$ cat src/rtl/simd_mac_pipe.sv
// simd_mac_pipe: packed-SIMD lane multiplier / dot-product accumulator with
// configurable latency, valid/ready back-pressure, flush and saturating DOT.
module simd_mac_pipe #(
  parameter int XLEN          = 32,
  parameter int LANE_W        = 8,
  parameter int PIPE_STAGES   = 2,
  parameter int TRANS_ID_BITS = 3
) (
  input  logic                     clk_i,
  input  logic                     rst_ni,
  input  logic                     flush_i,
  input  logic                     valid_i,
  output logic                     ready_o,
  input  logic [1:0]               op_i,
  input  logic                     signed_a_i,
  input  logic                     signed_b_i,
  input  logic [TRANS_ID_BITS-1:0] trans_id_i,
  input  logic [XLEN-1:0]          operand_a_i,
  input  logic [XLEN-1:0]          operand_b_i,
  input  logic [XLEN-1:0]          operand_c_i,
  output logic                     valid_o,
  input  logic                     ready_i,
  output logic [XLEN-1:0]          result_o,
  output logic [TRANS_ID_BITS-1:0] trans_id_o,
  output logic                     busy_o
);
  localparam int NL  = XLEN / LANE_W;
  localparam int PW  = 2 * LANE_W + 2;
  localparam int SW  = XLEN + 2 * LANE_W + 2;
  localparam int PRE = PIPE_STAGES - 1;
  localparam logic signed [SW-1:0] SMAX = SW'({1'b0, {(XLEN-1){1'b1}}});
  localparam logic signed [SW-1:0] SMIN = ~SMAX;
  typedef struct packed {
    logic [1:0]               op;
    logic                     sa;
    logic                     sb;
    logic [TRANS_ID_BITS-1:0] tid;
    logic [XLEN-1:0]          a;
    logic [XLEN-1:0]          b;
    logic [XLEN-1:0]          c;
  } op_t;
  op_t  in_op, src;
  logic advance, accept, src_v, pre_busy;
  logic valid_q, valid_d;
  logic [XLEN-1:0] result_q, result_d;
  logic [TRANS_ID_BITS-1:0] tid_q, tid_d;
  assign in_op   = '{op: op_i, sa: signed_a_i, sb: signed_b_i, tid: trans_id_i,
                     a: operand_a_i, b: operand_b_i, c: operand_c_i};
  assign advance = !(valid_q && !ready_i);
  assign accept  = valid_i && advance;
  assign ready_o = advance;
  // Operands ride unchanged through the leading stages; arithmetic happens
  // in front of the output register.
  generate
    if (PRE > 0) begin : g_pre
      op_t pre_q [PRE];
      op_t pre_d [PRE];
      logic [PRE-1:0] pv_q, pv_d;
      always_comb begin
        pv_d[0]  = flush_i ? 1'b0 : advance ? accept : pv_q[0];
        pre_d[0] = advance ? in_op : pre_q[0];
        for (int s = 1; s < PRE; s++) begin
          pv_d[s]  = flush_i ? 1'b0 : advance ? pv_q[s-1] : pv_q[s];
          pre_d[s] = advance ? pre_q[s-1] : pre_q[s];
        end
      end
      always_ff @(posedge clk_i or negedge rst_ni) begin
        if (!rst_ni) pv_q <= '0;
        else         pv_q <= pv_d;
      end
      always_ff @(posedge clk_i) pre_q <= pre_d;
      assign src      = pre_q[PRE-1];
      assign src_v    = pv_q[PRE-1];
      assign pre_busy = |pv_q;
    end else begin : g_nopre
      assign src      = in_op;
      assign src_v    = accept;
      assign pre_busy = 1'b0;
    end
  endgenerate
  logic signed [LANE_W:0]  ea, eb;
  logic signed [PW-1:0]    p;
  logic signed [SW-1:0]    sum;
  logic [XLEN-1:0]         lo, hi, sat, res;
  always_comb begin
    ea  = '0;
    eb  = '0;
    p   = '0;
    lo  = '0;
    hi  = '0;
    sum = SW'($signed(src.c));
    for (int i = 0; i < NL; i++) begin
      ea = {src.sa & src.a[i*LANE_W+LANE_W-1], src.a[i*LANE_W +: LANE_W]};
      eb = {src.sb & src.b[i*LANE_W+LANE_W-1], src.b[i*LANE_W +: LANE_W]};
      p  = PW'(ea) * PW'(eb);
      lo[i*LANE_W +: LANE_W] = p[LANE_W-1:0];
      hi[i*LANE_W +: LANE_W] = p[2*LANE_W-1:LANE_W];
      sum = sum + SW'(p);
    end
    sat = sum > SMAX ? {1'b0, {(XLEN-1){1'b1}}} :
          sum < SMIN ? {1'b1, {(XLEN-1){1'b0}}} : sum[XLEN-1:0];
    res = src.op == 2'd0 ? lo :
          src.op == 2'd1 ? hi :
          src.op == 2'd2 ? sum[XLEN-1:0] : sat;
  end
  always_comb begin
    valid_d  = flush_i ? 1'b0 : advance ? src_v : valid_q;
    result_d = (advance && src_v) ? res : result_q;
    tid_d    = (advance && src_v) ? src.tid : tid_q;
  end
  always_ff @(posedge clk_i or negedge rst_ni) begin
    if (!rst_ni) begin
      valid_q  <= 1'b0;
      result_q <= '0;
      tid_q    <= '0;
    end else begin
      valid_q  <= valid_d;
      result_q <= result_d;
      tid_q    <= tid_d;
    end
  end
  assign valid_o    = valid_q;
  assign result_o   = result_q;
  assign trans_id_o = tid_q;
  assign busy_o     = valid_q | pre_busy;
endmodule

$ cat config.mk
export PLATFORM = sky130hd
export DESIGN_NAME = simd_mac_pipe
export DESIGN_NICKNAME = d
export VERILOG_FILES = /design/src/rtl/simd_mac_pipe.sv
export SDC_FILE = /design/constraint.sdc
export NUM_CORES = 1
export LEC_CHECK = 0
export CAP_MARGIN = 20
export CORE_UTILIZATION = 40
export CTS_CLUSTER_DIAMETER = 80
export DETAILED_ROUTE_END_ITERATION = 12
export SLEW_MARGIN = 20
export SYNTH_ARGS = -nofsm -noshare
export SYNTH_HDL_FRONTEND = slang
export SYNTH_SLANG_ARGS = --single-unit
$ cat constraint.sdc
create_clock -name clk_i -period 25.9 [get_ports clk_i]
set_clock_uncertainty 0.1 [all_clocks]
set_input_delay 3.885 -clock clk_i [delete_from_list [all_inputs] [get_ports clk_i]]
set_output_delay 3.885 -clock clk_i [all_outputs]
set_load 0.02 [all_outputs]
==> reports/qor.yml, run 1 <==
logic_synthesis:
  yosysTopAreaCell: "fa_1"
  ys_top_cells_by_area: "fa_1 (36%), edfxtp_1 (15%), ha_1 (11%)"
  yosys-top-cells-count: "inv_1 (419), fa_1 (378), nand2_1 (241)"
  syn-num-nets: 2812
  ys.flop_type: "edfxtp_1"
  yosysMostFrequentCell: "inv_1"
  seq_area_frac_synth_pct: 18.9
  synthArstFlopShare_pct: 26.4
  synth-edff-count: 103
  synth.avg_cell_area_um2: 9.94
  synth_seq_cells: 140
  synth_warnings: 0
  synth_cells: 2138
  synth.distinct_cells: 67
  synth_area_mm2: 0.0212
  yosysTopAreaCellShare_pct: 35.6
sta:
  finalMaxSlewViolations: 0
  slew_headroom_pct: 34.4
  fmax_ghz: 0.0912
  finalSetupViolations: 0
  fin_setup_tns_ns: 0
  hold_violations: 0
  fin_crit_sh_pct: 42.3
  rsz0062_at_grt: "no"
  period_minus_slack_ns: 10.97
  worst_pin_slew_ns: 0.985
global_route:
  overflow: 0
  antenna_found_initial: 0
  grt_max_degree: 58
  grt_pass1_wl_um: 87500
  first_global_vias: 15900
  track_usage_pct: 21.5
cts:
  clock-sinks: 140
  cts-root-buf: "clkbuf_16"
  cts_hold_buf: 0
  cts_resized: 0
  clkTransAtPathRegs_ns: 0.07
  clock_latency_ns: 0.49
  ctsLongestPathBuffers: 2
  htree_levels: 4
  numCtsBuffers: 17
  cts_tree: "done"
  postCtsSetupRepairBufs: 0
layout:
  postLayoutCoreUtil_pct: 45.7
  drive_above_1_share_pct: 3.73
  synthToLayoutAreaGrowth_pct: 13.0
  fin_nets: 2913
  fillCellCount: 5019
  register_area_mm2: 0.00402
  multiInputGateArea_mm2: 0.0154
  fin_cells: 2940
  design_area_mm2: 0.0240
  antenna_cells: 0
floorplanning:
  row_count: 84
  pin_count: 146
  fp.coreArea_mm2: 0.0526
  die-area_mm2: 0.0540
  chipHeight_um: 232
  start_util_pct: 40.4
  die_w_um: 232
drt:
  ant_nets: 0
  drc: 0
  drt_pre_antenna_iters: 6
  wl_per_cell_um: 18.4
  drt_iter0_markers: 968
  num_vias: 15100
  totalWireLength_um: 54100
  avgViaCountPerCell: 5.13
worst_setup_path:
  cp_max_fo: 18
  critPathKind: "flop to flop"
  startpoint_type: "flop"
  critPathSlowestCell: "a211oi_4"
  max_stage_delay_ns: 0.72
  path_common_cell: "fa_1"
  worst_ep_arrival_time_ns: 11.28
  crit_path_end_kind: "flop"
  crit_required_ns: 26.21
placed_design:
  port_buffers: 145
  place_area_mm2: 0.0234
  gp_congestion: 0.942
  dp_hpwl_um: 44600
  dp_cells: 2908
run:
  timing.max_cap.violations: 0
outcome:
  status: "finished clean"
hold_path:
  holdCritPathClass: "flop to flop"
[path summary, 6_finish.rpt]
kind | depth (start not counted) | end | slack, ns | from
max | 34 | result_o[7]$_DFFE_PN0P_ | 14.93 | g_pre.pre_q[99]$_DFFE_PN_
max reg2reg | 34 | result_o[7]$_DFFE_PN0P_ | 14.93 | g_pre.pre_q[99]$_DFFE_PN_
min reg2reg | 2 | trans_id_o[1]$_DFFE_PN0P_ | 0.34 | g_pre.pre_q[97]$_DFFE_PN_
min | 2 | trans_id_o[1]$_DFFE_PN0P_ | 0.34 | g_pre.pre_q[97]$_DFFE_PN_
max in group asynchronous | 1 | result_o[21]$_DFFE_PN0P_ | 21.62 | rst_ni
min in group asynchronous | 1 | trans_id_o[2]$_DFFE_PN0P_ | 3.43 | rst_ni
[stage by stage]
| stage | setup slack, ns | hold slack, ns |
|---|---|---|
| floorplan | 14.88 | 0.315 |
| global placement | 15.17 | 0.321 |
| detailed placement | 14.99 | 0.336 |
| CTS | 14.94 | 0.343 |
| global route | 14.39 | 0.360 |
| finish | 14.93 | 0.339 |
[registers in the layout, indices dropped and copies added, names as in the netlist]
register / count
result_o: 32
eb: 8
g_pre.pre_q: 87
ea: 8
g_pre.pv_q: 1
trans_id_o: 3
valid_o: 1
[layout make-up]
cell class	count	area share [%]
clock buffer	22	2.16
tap	688	3.59
inverter	420	6.57
sequential	140	16.7
clock inverter	10	0.375
timing repair buffer	154	6.31
multi-input combinational	1506	64.3
[placed cells by master (no fill, tap or decap), types with 4 or more instances in the layout]
master,synthesis,final
o21ai_1,11,11
edfxtp_1,103,103
nor2_1,72,72
xor2_1,28,28
o211ai_1,7,7
nand2_1,241,241
clkdlybuf4s50_1,0,144
mux2i_1,17,17
o21a_1,4,4
o22ai_1,7,7
or3_1,4,4
nand3_1,14,14
a22oi_1,8,8
a211oi_1,8,8
a31oi_1,7,7
buf_4,1,9
nand4_1,9,9
a21oi_1,113,113
xnor2_1,75,71
ha_1,188,188
inv_6,0,4
clkbuf_16,0,20
nand2b_1,7,6
and3_1,10,10
inv_1,419,419
a21boi_0,7,7
o21bai_1,9,9
and2_1,125,125
fa_1,378,378
nor3_1,10,10
nor2b_1,8,8
a21o_1,21,21
or2_2,19,19
dfrtp_1,37,37
o21ai_0,55,55
o31ai_1,4,4
[layer usage]
| metal | global-route usage, % | part of all wire (%) |
|---|---|---|
| met2 | 34.0 | 47 |
| met5 | 0 | 0 |
| met3 | 4.13 | 5.6 |
| met4 | 6.94 | 2.5 |
| met1 | 29.5 | 44 |
[worst max-delay path, delay by kind of cell (launching register included)]
family	cells	cell delay [ns]
fa+ha+maj	10	4.60
compound gates	11	2.67
simple gates	8	2.13
flops	1	0.68
buf+inv	4	0.49
xor+xnor	1	0.16
[kinds of logic (layout without fill, tap and decap cells)]
kind of cell | after synthesis | in the layout | synth area share, %
adder cells (fa/ha/maj) | 566 | 566 | 46.7
AND/OR/NAND/NOR | 530 | 530 | 12.0
buffers and inverters | 492 | 606 | 8.77
AO/OA/AOI/OAI | 289 | 289 | 8.56
flip-flops | 140 | 140 | 18.9
XOR/XNOR | 103 | 103 | 4.25
multiplexers | 18 | 18 | 0.854
Power of run 1 is left out: the tool's default activity adds up to more than one toggle a clock period on the data nets, which glitch-free logic cannot reach.
==> inputs of run 2 (changes only) <==
==> constraint.sdc (replaced) <==
create_clock -name clk_i -period 10.8 [get_ports clk_i]
set_clock_uncertainty 0.1 [all_clocks]
set_input_delay 1.62 -clock clk_i [delete_from_list [all_inputs] [get_ports clk_i]]
set_output_delay 1.62 -clock clk_i [all_outputs]
set_load 0.02 [all_outputs]
==> reports/qor.yml, run 2 (synthesized netlist as in run 1, its figures left out) <==
hold_path:
  holdCritPathClass: "flop to flop"
  min_path_cells: 2  # unchanged
cts:
  numCtsBuffers: 17  # unchanged
  clkTransAtPathRegs_ns: 0.07  # about the same
  clock_latency_ns: 0.49  # about the same
  cts-root-buf: "clkbuf_16"
  htree_levels: 4  # unchanged
  cts_tree: "done"
  clock-sinks: 140  # unchanged
  ctsLongestPathBuffers: 2  # unchanged
worst_setup_path:
  max_stage_delay_ns: 0.54  # -0.18 ns
  crit_required_ns: 11.07  # -15.14 ns
  critPathKind: "flop to flop"
  cp_max_fo: 15  # -3
  critPathSlowestCell: "fa_1"
  ff2ff_path_depth: 35  # +2.9%
  worst_ep_arrival_time_ns: 10.52  # -0.76 ns
  path_common_cell: "fa_1"
  startpoint_type: "flop"
  crit_path_end_kind: "flop"
drt:
  totalWireLength_um: 55100  # +1.9%
  drt_iter0_markers: 999  # +3.2%
  drc: 0  # unchanged
  avgViaCountPerCell: 5.11  # -0.44%
  ant_nets: 0  # unchanged
  wl_per_cell_um: 18.5  # +0.76%
  num_vias: 15200  # +0.64%
  drt_pre_antenna_iters: 5  # -1
layout:
  synthToLayoutAreaGrowth_pct: 14.4
  fin_nets: 2945  # +1.1%
  layout_commonest_cell: "inv_1"
  regMostFlops: "g_pre.pre_q"
  final_cell_mix: "inv_1 (419), fa_1 (378), nand2_1 (240)"
  largest_reg_flops: 87  # unchanged
  postLayoutCoreUtil_pct: 46.3  # +0.59 points
  fin_cells: 2972  # +1.1%
  antenna_cells: 0  # unchanged
  drive_above_1_share_pct: 5.47  # +1.7 points
sta:
  slew_headroom_pct: 39.3  # +4.9 points
  worst_pin_slew_ns: 0.911  # -0.0736 ns
  finalSetupViolations: 0  # unchanged
  finalMaxSlewViolations: 0  # unchanged
  fin_crit_sh_pct: 94.9  # +53 points
  fmax_ghz: 0.0976  # +7.0%
  hold_violations: 0  # unchanged
  period_minus_slack_ns: 10.25  # -0.721 ns
global_route:
  antenna_found_initial: 1  # +1
  grt_max_degree: 62  # +6.9%
  track_usage_pct: 21.8  # +0.34 points
  first_global_vias: 16400  # +3.1%
  grt_pass1_wl_um: 89200  # +1.9%
  overflow: 0  # unchanged
placed_design:
  gp_congestion: 0.898  # -4.6%
  port_buffers: 145  # unchanged
  dp_hpwl_um: 45800  # +2.7%
  dp_cells: 2933  # +0.86%
floorplanning:
  chipHeight_um: 232  # unchanged
  die_w_um: 232  # unchanged
  die-area_mm2: 0.0540  # unchanged
  start_util_pct: 40.4  # unchanged
  fp.coreArea_mm2: 0.0526  # unchanged
  row_count: 84  # unchanged
  pin_count: 146  # unchanged
run:
  timing.max_cap.violations: 0  # unchanged
outcome:
  status: "finished clean"
run 2: cell types whose count changed in the layout (fill, tap and decap cells not counted), moves of 2 or more:
cell / delta
a21oi_1: -2
a21oi_2: +2
buf_12: +3
buf_4: +28
bufinv_16: +3
clkbuf_16: -3
xnor2_2: +2
xnor2_4: -2
run 2: what timing repair did:
| item | in CTS | in global routing |
|---|---|---|
| hold buffers | 0 | 0 |
| setup buffers | 0 | 7 |
| gates resized for setup | 0 | 11 |
| endpoints found under the setup margin | 0 | 31 |
run 2: metrics by stage:
step	setup WS [ns]	TNS, ns	area, µm²	hold WS [ns]
2_1_floorplan	0.561	0	21300	0.315
3_3_place_gp	0.334	0	23600	0.322
3_5_place_dp	0.0957	0	23600	0.333
4_1_cts	0.0773	0	24200	0.346
5_1_grt	-0.00555	-0.00555	24300	0.356
6_report	0.554	0	24300	0.342
run 2: routing by layer:
layer,wire length (µm),up-vias,track usage (%),share of wire [%]
met2,26200,391,35.1,48
met5,8,-,0,0.015
met4,1350,2,7.37,2.5
met1,25000,7733,30.0,45
li1,-,6994,-,-
met3,2500,61,3.21,4.5
run 2: path summary, 6_finish.rpt:
check                                      startpoint                         to  slack [ns]
max                        g_pre.pre_q[100]$_DFFE_PN_   result_o[29]$_DFFE_PN0P_        0.55
min                         g_pre.pre_q[97]$_DFFE_PN_  trans_id_o[1]$_DFFE_PN0P_        0.34
max reg2reg                g_pre.pre_q[100]$_DFFE_PN_   result_o[29]$_DFFE_PN0P_        0.55
min reg2reg                 g_pre.pre_q[97]$_DFFE_PN_  trans_id_o[1]$_DFFE_PN0P_        0.34
min in group asynchronous                      rst_ni  trans_id_o[0]$_DFFE_PN0P_        1.14
max in group asynchronous                      rst_ni   result_o[20]$_DFFE_PN0P_        8.88
run 2: area by class of cell:
type                            instances  area (µm²)
Sequential cell                       140        4020
Clock inverter                         15         201
Fill cell                            5001       28200
Inverter                              420        1580
Tap cell                              688         861
Multi-Input combinational cell       1506       15400
Timing Repair Buffer                  186        1800
Clock buffer                           17         425
run 2: worst max-delay path, delay by kind of cell, from the launching register on:
family                   cells  cell delay, ns
XOR/XNOR                     1            0.37
adder cells (fa/ha/maj)     10            4.65
buffers and inverters        5            0.60
AO/OA/AOI/OAI               12            2.16
AND/OR/NAND/NOR              7            1.71
flip-flops                   1            0.53
Power of run 2 is left out for the same reason.
==> inputs of run 3 (changes only) <==
--- a/config.mk
+++ b/config.mk
@@ -6,6 +6,7 @@
 export NUM_CORES = 1
 export LEC_CHECK = 0
 export CAP_MARGIN = 20
+export CORE_MARGIN = 3
 export CORE_UTILIZATION = 40
 export CTS_CLUSTER_DIAMETER = 80
 export DETAILED_ROUTE_END_ITERATION = 12
==> reports/qor.yml, run 3 (synthesized netlist as in run 1, its figures left out) <==
sta:
  hold_violations: 0  # unchanged
  slew_headroom_pct: 35.6  # -3.6 points
  finalMaxSlewViolations: 0  # unchanged
  finalSetupViolations: 0  # unchanged
  fin_crit_sh_pct: 94.1  # -0.79 points
  period_minus_slack_ns: 10.16  # -0.0858 ns
  whs_ns: 0.345  # +0.00294 ns
  fmax_ghz: 0.0984  # +0.84%
  worst_pin_slew_ns: 0.965  # +0.0544 ns
drt:
  drc: 0  # unchanged
  wl_per_cell_um: 18.5  # -0.21%
  drt_iter0_markers: 1194  # +20%
  num_vias: 15000  # -1.0%
  avgViaCountPerCell: 5.09  # -0.34%
  drt_pre_antenna_iters: 6  # +1
  ant_nets: 0  # unchanged
  totalWireLength_um: 54600  # -0.88%
layout:
  design_area_mm2: 0.0242  # -0.65%
  antenna_cells: 0  # unchanged
  regMostFlops: "g_pre.pre_q"
  largest_reg_flops: 87  # unchanged
  final_cell_mix: "inv_1 (419), fa_1 (378), nand2_1 (241)"
  fin_cells: 2952  # -0.67%
  synthToLayoutAreaGrowth_pct: 13.7
  fin_nets: 2933  # -0.41%
  layout_commonest_cell: "inv_1"
  drive_above_1_share_pct: 4.75  # -0.72 points
placed_design:
  gp_congestion: 0.950  # +5.8%
  port_buffers: 145  # unchanged
  dp_hpwl_um: 45500  # -0.81%
  dp_cells: 2911  # -0.75%
  place_area_mm2: 0.0235  # -0.49%
floorplanning:
  die_w_um: 236  # +1.7%
  start_util_pct: 40.9  # +0.49 points
  fp.coreArea_mm2: 0.0519  # -1.2%
  row_count: 83  # -1.2%
  chipHeight_um: 236  # +1.7%
  pin_count: 146  # unchanged
  die-area_mm2: 0.0559  # +3.5%
cts:
  cts_tree: "done"
  numCtsBuffers: 17  # unchanged
  clock-sinks: 140  # unchanged
  cts-root-buf: "clkbuf_16"
  htree_levels: 4  # unchanged
  ctsLongestPathBuffers: 2  # unchanged
  clkTransAtPathRegs_ns: 0.07  # about the same
  clock_latency_ns: 0.49  # about the same
run:
  timing.max_cap.violations: 0  # unchanged
global_route:
  grt_max_degree: 68  # +9.7%
  overflow: 0  # unchanged
  antenna_found_initial: 1  # unchanged
  grt_pass1_wl_um: 89800  # +0.75%
  track_usage_pct: 20.7  # -1.1 points
  first_global_vias: 16400  # -0.24%
worst_setup_path:
  critPathKind: "flop to flop"
  startpoint_type: "flop"
  critPathSlowestCell: "fa_1"
  max_stage_delay_ns: 0.55  # about the same
  ff2ff_path_depth: 33  # -5.7%
  worst_ep_arrival_time_ns: 10.43  # -0.09 ns
  path_common_cell: "fa_1"
  cp_max_fo: 31  # +16
  crit_required_ns: 11.07  # about the same
  crit_path_end_kind: "flop"
hold_path:
  holdCritPathClass: "flop to flop"
  min_path_cells: 2  # unchanged
outcome:
  status: "finished clean"
==> run 3: cell count changes in the layout (fill, tap and decap cells not counted), moves of 2 or more <==
cell,before,now
buf_4,37,27
clkinv_4,4,1
inv_6,4,7
a21oi_1,111,113
a21oi_2,4,2
inv_8,3,1
==> run 3: final timing paths <==
| path | to | slack (ns) | startpoint |
|---|---|---|---|
| min in group asynchronous | trans_id_o[2]$_DFFE_PN0P_ | 1.17 | rst_ni |
| max in group asynchronous | result_o[21]$_DFFE_PN0P_ | 8.82 | rst_ni |
| setup reg to reg | result_o[14]$_DFFE_PN0P_ | 0.64 | g_pre.pre_q[55]$_DFFE_PN_ |
| setup / recovery | result_o[14]$_DFFE_PN0P_ | 0.64 | g_pre.pre_q[55]$_DFFE_PN_ |
| hold reg to reg | trans_id_o[0]$_DFFE_PN0P_ | 0.35 | g_pre.pre_q[96]$_DFFE_PN_ |
| hold / removal | trans_id_o[0]$_DFFE_PN0P_ | 0.35 | g_pre.pre_q[96]$_DFFE_PN_ |
==> run 3: metal layers <==
metal | wire [µm] | global-route usage, %
met1 | 24900 | 28.9
met2 | 25500 | 32.7
met3 | 2830 | 4.01
met4 | 1420 | 6.51
met5 | 20 | 0
==> run 3: repair_timing <==
item	in CTS	in global routing
resized for setup	0	7
hold buffers	0	0
buffers inserted	0	9
endpoints found under the setup margin	0	32
==> run 3: final cells by class <==
type / count / area [µm²]
Clock buffer: 17 / 425
Inverter: 420 / 1580
Clock inverter: 15 / 176
Sequential cell: 140 / 4020
Fill cell: 4941 / 27800
Timing Repair Buffer: 174 / 1690
Multi-Input combinational cell: 1506 / 15400
Tap cell: 680 / 851
==> run 3: stage by stage <==
stage / utilization (%) / TNS, ns / setup slack [ns]
after floorplan: - / 0 / 0.561
after global placement: 45.2 / 0 / 0.321
after detailed placement: 45.2 / 0 / 0.129
after CTS: 46.4 / 0 / 0.145
after global routing: 46.5 / -0.00777 / -0.00777
final: 46.5 / 0 / 0.640
==> run 3: critical path, delay by kind of cell, from the launching register on <==
kind            cells  cell delay [ns]
flops               1             0.52
buf+inv             3             0.53
xor+xnor            1             0.14
compound gates     14             3.09
fa+ha+maj          10             4.49
simple gates        5             1.17
Power of run 3 is left out for the same reason.
